### src/rtl/butterfly_top.sv
// Four independent radix-4 butterflies over 16 complex lanes with toggle-strobe capture.
// Optional BUTTERFLY_SAT_EN clamps results instead of wrapping them modulo 2^DW.

module butterfly_r4 #(
  parameter int DW = 16
) (
  input  logic [3:0][DW-1:0] x_re,
  input  logic [3:0][DW-1:0] x_im,
  output logic [3:0][DW-1:0] y_re,
  output logic [3:0][DW-1:0] y_im
);
  localparam int XW = DW + 2;
  typedef logic signed [XW-1:0] wide_t;

  function automatic wide_t sx(input logic [DW-1:0] v);
    return wide_t'(signed'(v));
  endfunction

`ifdef BUTTERFLY_SAT_EN
  localparam wide_t MAXV = wide_t'((1 << (DW-1)) - 1);
  localparam wide_t MINV = wide_t'(-(1 << (DW-1)));
  function automatic logic [DW-1:0] fit(input wide_t v);
    if (v > MAXV)      return MAXV[DW-1:0];
    else if (v < MINV) return MINV[DW-1:0];
    else               return v[DW-1:0];
  endfunction
`else
  function automatic logic [DW-1:0] fit(input wide_t v);
    return v[DW-1:0];
  endfunction
`endif

  wide_t s0r, s0i, d0r, d0i, s1r, s1i, d1r, d1i;

  // Pairwise sums/differences (a,c) and (b,d) shared by all four outputs.
  assign s0r = sx(x_re[0]) + sx(x_re[2]);
  assign s0i = sx(x_im[0]) + sx(x_im[2]);
  assign d0r = sx(x_re[0]) - sx(x_re[2]);
  assign d0i = sx(x_im[0]) - sx(x_im[2]);
  assign s1r = sx(x_re[1]) + sx(x_re[3]);
  assign s1i = sx(x_im[1]) + sx(x_im[3]);
  assign d1r = sx(x_re[1]) - sx(x_re[3]);
  assign d1i = sx(x_im[1]) - sx(x_im[3]);

  assign y_re[0] = fit(s0r + s1r);
  assign y_im[0] = fit(s0i + s1i);
  assign y_re[1] = fit(d0r + d1i);
  assign y_im[1] = fit(d0i - d1r);
  assign y_re[2] = fit(s0r - s1r);
  assign y_im[2] = fit(s0i - s1i);
  assign y_re[3] = fit(d0r - d1i);
  assign y_im[3] = fit(d0i + d1r);
endmodule

module butterfly_top #(
  parameter int DW = 16
) (
  input  logic          clk,
  input  logic          rst,
  input  logic          new_input_flag,
  input  logic [DW-1:0] input_real0,  input  logic [DW-1:0] input_real1,
  input  logic [DW-1:0] input_real2,  input  logic [DW-1:0] input_real3,
  input  logic [DW-1:0] input_real4,  input  logic [DW-1:0] input_real5,
  input  logic [DW-1:0] input_real6,  input  logic [DW-1:0] input_real7,
  input  logic [DW-1:0] input_real8,  input  logic [DW-1:0] input_real9,
  input  logic [DW-1:0] input_real10, input  logic [DW-1:0] input_real11,
  input  logic [DW-1:0] input_real12, input  logic [DW-1:0] input_real13,
  input  logic [DW-1:0] input_real14, input  logic [DW-1:0] input_real15,
  input  logic [DW-1:0] input_imag0,  input  logic [DW-1:0] input_imag1,
  input  logic [DW-1:0] input_imag2,  input  logic [DW-1:0] input_imag3,
  input  logic [DW-1:0] input_imag4,  input  logic [DW-1:0] input_imag5,
  input  logic [DW-1:0] input_imag6,  input  logic [DW-1:0] input_imag7,
  input  logic [DW-1:0] input_imag8,  input  logic [DW-1:0] input_imag9,
  input  logic [DW-1:0] input_imag10, input  logic [DW-1:0] input_imag11,
  input  logic [DW-1:0] input_imag12, input  logic [DW-1:0] input_imag13,
  input  logic [DW-1:0] input_imag14, input  logic [DW-1:0] input_imag15,
  output logic [DW-1:0] output_real0,  output logic [DW-1:0] output_real1,
  output logic [DW-1:0] output_real2,  output logic [DW-1:0] output_real3,
  output logic [DW-1:0] output_real4,  output logic [DW-1:0] output_real5,
  output logic [DW-1:0] output_real6,  output logic [DW-1:0] output_real7,
  output logic [DW-1:0] output_real8,  output logic [DW-1:0] output_real9,
  output logic [DW-1:0] output_real10, output logic [DW-1:0] output_real11,
  output logic [DW-1:0] output_real12, output logic [DW-1:0] output_real13,
  output logic [DW-1:0] output_real14, output logic [DW-1:0] output_real15,
  output logic [DW-1:0] output_imag0,  output logic [DW-1:0] output_imag1,
  output logic [DW-1:0] output_imag2,  output logic [DW-1:0] output_imag3,
  output logic [DW-1:0] output_imag4,  output logic [DW-1:0] output_imag5,
  output logic [DW-1:0] output_imag6,  output logic [DW-1:0] output_imag7,
  output logic [DW-1:0] output_imag8,  output logic [DW-1:0] output_imag9,
  output logic [DW-1:0] output_imag10, output logic [DW-1:0] output_imag11,
  output logic [DW-1:0] output_imag12, output logic [DW-1:0] output_imag13,
  output logic [DW-1:0] output_imag14, output logic [DW-1:0] output_imag15
);
  logic [15:0][DW-1:0] in_re, in_im, cap_re, cap_im, bf_re, bf_im, out_re, out_im;
  logic                flag_q, pending, trig;

  assign in_re = {input_real15, input_real14, input_real13, input_real12,
                  input_real11, input_real10, input_real9,  input_real8,
                  input_real7,  input_real6,  input_real5,  input_real4,
                  input_real3,  input_real2,  input_real1,  input_real0};
  assign in_im = {input_imag15, input_imag14, input_imag13, input_imag12,
                  input_imag11, input_imag10, input_imag9,  input_imag8,
                  input_imag7,  input_imag6,  input_imag5,  input_imag4,
                  input_imag3,  input_imag2,  input_imag1,  input_imag0};

  assign trig = new_input_flag ^ flag_q;

  // Instance g receives lanes 4g..4g+3 (low-order slice goes to index 0).
  butterfly_r4 #(.DW(DW)) u_bf [3:0] (
    .x_re(cap_re), .x_im(cap_im), .y_re(bf_re), .y_im(bf_im)
  );

  always_ff @(posedge clk or posedge rst) begin
    if (rst) begin
      flag_q  <= 1'b0;
      pending <= 1'b0;
      cap_re  <= '0;
      cap_im  <= '0;
      out_re  <= '0;
      out_im  <= '0;
    end else begin
      flag_q  <= new_input_flag;
      pending <= trig;
      if (trig) begin
        cap_re <= in_re;
        cap_im <= in_im;
      end
      if (pending) begin
        out_re <= bf_re;
        out_im <= bf_im;
      end
    end
  end

  assign {output_real15, output_real14, output_real13, output_real12,
          output_real11, output_real10, output_real9,  output_real8,
          output_real7,  output_real6,  output_real5,  output_real4,
          output_real3,  output_real2,  output_real1,  output_real0} = out_re;
  assign {output_imag15, output_imag14, output_imag13, output_imag12,
          output_imag11, output_imag10, output_imag9,  output_imag8,
          output_imag7,  output_imag6,  output_imag5,  output_imag4,
          output_imag3,  output_imag2,  output_imag1,  output_imag0} = out_im;
endmodule

### config.mk
export PLATFORM = sky130hd
export DESIGN_NAME = butterfly_top
export DESIGN_NICKNAME = d
export VERILOG_FILES = /design/src/rtl/butterfly_top.sv
export SDC_FILE = /design/constraint.sdc
export NUM_CORES = 2
export LEC_CHECK = 0
export CAP_MARGIN = 25
export CORE_MARGIN = 4
export CORE_UTILIZATION = 35
export CTS_CLUSTER_SIZE = 8
export DETAILED_ROUTE_END_ITERATION = 10
export SYNTH_ARGS = -nofsm -noshare
export SYNTH_HDL_FRONTEND = slang
export SYNTH_SLANG_ARGS = --single-unit
### constraint.sdc
create_clock -name clk -period 93.7 [get_ports clk]
set_input_delay 18.74 -clock clk [delete_from_list [all_inputs] [get_ports clk]]
set_output_delay 18.74 -clock clk [all_outputs]
set_load 0.05 [all_outputs]
# After elaboration in Yosys (flattened, before gate mapping)
# Index checks and enable logic that the tools add are counted.
dict set report word_totals {
  ff_bits 1026
  wordCells 131
  out_inout_bits 512
}
dict set report op_classes {
  bitwise 1
  add_sub_neg 64
}
# op count
set ops {}
lappend ops {{adder 16 bit} 32}
lappend ops {{subtractor 16 bit} 32}
lappend ops {{bitwise XOR 1 bit} 1}

# Longest topological paths before layout
dict set report logic_depth {
  depth_word 2
  mapped_depth 25
  mapped_depth_nobuf 24
}

# Cells and area by module
# A second synthesis with hierarchy kept.
dict set report hier_totals {
  hier_cells 8364
  area_unflattened_um2 81778.4
}
# module instances seq_area_each_um2 cells_per_inst area_per_inst_um2
set by_module_without_submodules {}
lappend by_module_without_submodules {butterfly_top 1 25674.6 2165 37855.1}
lappend by_module_without_submodules {{butterfly_r4 (u_bf[2])} 1 0.0 1606 11343.4}
lappend by_module_without_submodules {{butterfly_r4 (u_bf[1])} 1 0.0 1549 10950.5}
lappend by_module_without_submodules {{butterfly_r4 (u_bf[3])} 1 0.0 1527 10846.7}
lappend by_module_without_submodules {{butterfly_r4 (u_bf[0])} 1 0.0 1517 10782.8}

# Least setup slack after synthesis
# Ideal clock, no wire load.
dict set report synth_timing {
  path_kind {input to register}
  start {input new_input_flag}
  end {register cap_im[10] in the netlist's numbering}
  t_required_ps 93575
  slack_ps 73591
  t_arrival_ps 19984
  n_path_buf 2
  cell_stages 4
  cell_sequence {xor2_1 > clkbuf_1 > clkbuf_1 > mux2_2}
}
dict set report synth_via {
  elab_chain_cells 1
}
# element line
set synth_rtl {}
lappend synth_rtl {{start: declaration} 60} ;# input logic new_input_flag,
lappend synth_rtl {{bitwise XOR 1 bit} 106} ;# assign trig = new_input_flag ^ flag_q;
lappend synth_rtl {{end signal: assignment} 126} ;# cap_im <= in_im;
lappend synth_rtl {{end: declaration} 94} ;# logic [15:0][DW-1:0] in_re, in_im, cap_re, cap_im, bf_re, bf_im, out_re, out_im;
# Every way passes these cells.
# A chain may end at the register's enable or synchronous reset.

# Final worst setup path
dict set report layout_timing {
  start {input new_input_flag}
  end {register cap_im[255] in the netlist's numbering}
}
# Same word-level chain as after synthesis.

==> results.md <==
- Crit path DAT: 23.51 ns
- Category of the worst setup path capture point: register
- Setup Fix Bufs, Post-CTS: 0
- Post-synth cell types: 94
- Unrepaired setup endpoints after global routing: false
- Most used cells in the layout excluding fill and tap cells: clkdlybuf4s50_1 (1026), dfrtp_1 (1009), ha_1 (960)
- HP Class: reg2reg
- Core Footprint: 0.2223 mm²
- Wire length of the first global-routing pass: 433500 µm
- Row Count: 173
- Count of antenna-violating nets left after detailed routing: 0
- Global Route Usage Sum: 25.09%
- Count of state elements after synthesis: 1010
- Status: completed
- Layout Area Growth over Synthesis: 21.79%
- Top Registers: cap_im (256), cap_re (256)
- Avg Cell Area, Syn: 9.011 µm²
- Max-slew violation count: 0
- Final design utilization: 42.89%
- Simple-Gate Fraction of Synth Area: 10.37%
- Slew HR: 21.09%
- CTS-repair resized insts: 0
- Yosys warnings: 0
- Area share of fa/ha/maj cells after synthesis: 16.98%
- DRT Wirelength: 300000 µm
- Largest net degree at the start of global routing: 195
- Die area: 0.2313 mm²
- Setup violations, final: 0
- Dpl cells: 12330
- Initial standard-cell utilization of the core: 35.21%
- Fraction of final layout cells with drive strength greater than 1: 8.096%
- Aggregate global routing overflow: 0
- Io pins: 1027
- Final cycle utilization of the critical path: 24.38%
- Fraction of the mapped netlist area in compound gates: 17.37%
- Via count: 65820
- Vias in the first global route: 65490
- Via count normalized by instance count: 5.251
- Final standard cell count with taps included and fillers excluded: 12530
- Die extent in y: 480.9 µm
- Sum of negative setup slack: 0 ns
- Count of buffers inserted at the top-level ports: 1026
- Setup slack, reg-to-reg: 88.01 ns
- Number of hold violations in the final report: 0
- Last weighted congestion value of the routability-driven placer: 0.9653
- Main flop type after synthesis: dfrtp_1
- Die boundary width: 480.9 µm
- Net count reported at finish: 11050
- Maximum achievable frequency: 43.78 MHz
- HPWL after DPL: 245100 µm
- Netlist Area Pre-Place: 0.07828 mm²
- Routed len/inst: 23.94 µm
- Master of the slowest instance on the critical path: buf_4
- Cell Area, Placed: 0.09105 mm²
- Cell count after synthesis: 8687
- Length of the first detailed-routing pass in iterations: 6
- Number of levels the H-tree was split into: 4
- Worst setup path category: in2reg
- Inserted Clock Buffers: 150
- Total of max-cap violations: 0
- Category of the worst setup path launch point: primary input
- Proportion of synthesized chip area in sequential cells: 32.29%
- Critical path data required time: 94.37 ns
- Clk sinks: 1010
- Main combinational cell family by area after synthesis: compound AO/OA/AOI/OAI gates
- Detailed router's first-iteration violation count: 4716
- Asr flop ratio synth: 100.0%
- Count of flip-flops with a built-in enable after synthesis: 0
- Min cycle time layout: 22.84 ns
- Clock tree root buffer cell: clkbuf_16
- Later-pin clock latency in the skew report: 0.80 ns
- Crit-path cells: clkdlybuf4s50_1, xor2_4, buf_12, buf_4, buf_12, buf_4, mux2_2
- Net count after synthesis: 10230
- Design area: 0.09534 mm²
- Worst-case clock skew: 0.03229 ns
- Proportion of synthesized area in mux cells: 6.923%
- Delay contributed by the slowest stage of the critical path: 0.74 ns
- Clock-pin slew reported for the worst setup and hold paths after clock tree synthesis: 0.05 ns
- Post-CTS Hold Fix Bufs: 0
- Max Buffers Root-to-Sink: 3
- Highest fanout seen on the critical path: 194
- Slew @ Worst Pin: 1.184 ns
- Share of the synthesized netlist area taken by xor and xnor gates: 9.559%
- Initial antenna violation count: 43
- Most common cell after layout, fill and taps aside: clkdlybuf4s50_1
- CTS tree: done
- DRC violation count after routing: 0
==> per-stage QoR <==
stage	setup WS [ns]	hold WS, ns
floorplan	46.54	0.5008
global placement	70.12	0.4711
detailed placement	70.03	0.4762
finish	70.86	0.4853
global route	70.55	0.5121
CTS	70.88	0.4915
==> cell type report <==
| class | instances | area [µm²] |
|---|---|---|
| Antenna cell | 11 | 27.53 |
| Clock buffer | 177 | 3999 |
| Clock inverter | 16 | 183.9 |
| Fill cell | 21650 | 127000 |
| Inverter | 936 | 3526 |
| Multi-Input combinational cell | 6344 | 47930 |
| Sequential cell | 1010 | 25280 |
| Tap cell | 2975 | 3722 |
| Timing Repair Buffer | 1065 | 10670 |
==> cells in the mapped netlist (46+ instances only) <==
| cell | instances | area [µm²] |
|---|---|---|
| xnor2_1 | 676 | 5921 |
| dfrtp_1 | 1010 | 25270 |
| clkbuf_1 | 341 | 1280 |
| inv_1 | 925 | 3472 |
| nor3_1 | 182 | 910.9 |
| ha_1 | 960 | 12010 |
| a31oi_1 | 67 | 419.2 |
| a21oi_1 | 831 | 4159 |
| nand3_1 | 55 | 275.3 |
| xor2_1 | 172 | 1506 |
| nand2_1 | 424 | 1592 |
| a21o_1 | 113 | 848.3 |
| fa_1 | 64 | 1281 |
| o21a_1 | 46 | 345.3 |
| nor2_1 | 759 | 2849 |
| nand2b_1 | 85 | 531.8 |
| o21bai_1 | 192 | 1441 |
| o21ai_0 | 447 | 2237 |
| nor2b_1 | 92 | 575.6 |
| mux2_2 | 471 | 5304 |
| o31ai_1 | 80 | 600.6 |
| and3_1 | 52 | 325.3 |
==> critical path: cells and delay by family <==
kind / cells / cell delay, ns
buffers and inverters: 5 / 3.14
xor gates and xnor gates: 1 / 0.73
muxes: 1 / 0.41
==> per-layer routing <==
metal / GRT usage, % / vias up / part of all wire, %
met1: 31.19 / 32150 / 42
met3: 4.938 / 464 / 6.3
met4: 10.82 / 28 / 5.0
met5: 0 / - / 0.049
li1: - / 31090 / -
met2: 42.25 / 2088 / 47
==> cell families (layout without fill, tap and decap cells) <==
family                     Yosys count  count (layout)
and+or+nand+nor                   1806            1806
adders and majority gates         1024            1024
AOI/OAI and AO/OA                 2181            2181
other                                0              11
muxes                              482             482
DFF                               1010            1010
xor gates and xnor gates           851             851
buffers and inverters             1333            2194
==> worst paths after layout <==
path                                              from  cells past startpoint                             to
setup / recovery                        new_input_flag                      7        cap_im[255]$_DFFE_PP0P_
hold / removal             output_real9[3]$_DFFE_PP0P_                      1    output_real9[3]$_DFFE_PP0P_
setup reg to reg               cap_im[224]$_DFFE_PP0P_                     22  output_imag13[15]$_DFFE_PP0P_
hold reg to reg            output_real9[3]$_DFFE_PP0P_                      1    output_real9[3]$_DFFE_PP0P_
max in group asynchronous                          rst                      6  output_real12[15]$_DFFE_PP0P_
min in group asynchronous                          rst                      2    output_imag2[2]$_DFFE_PP0P_
Power is not shown: default switching activity piles up to over one toggle a cycle in this logic, so the estimate is an artifact.
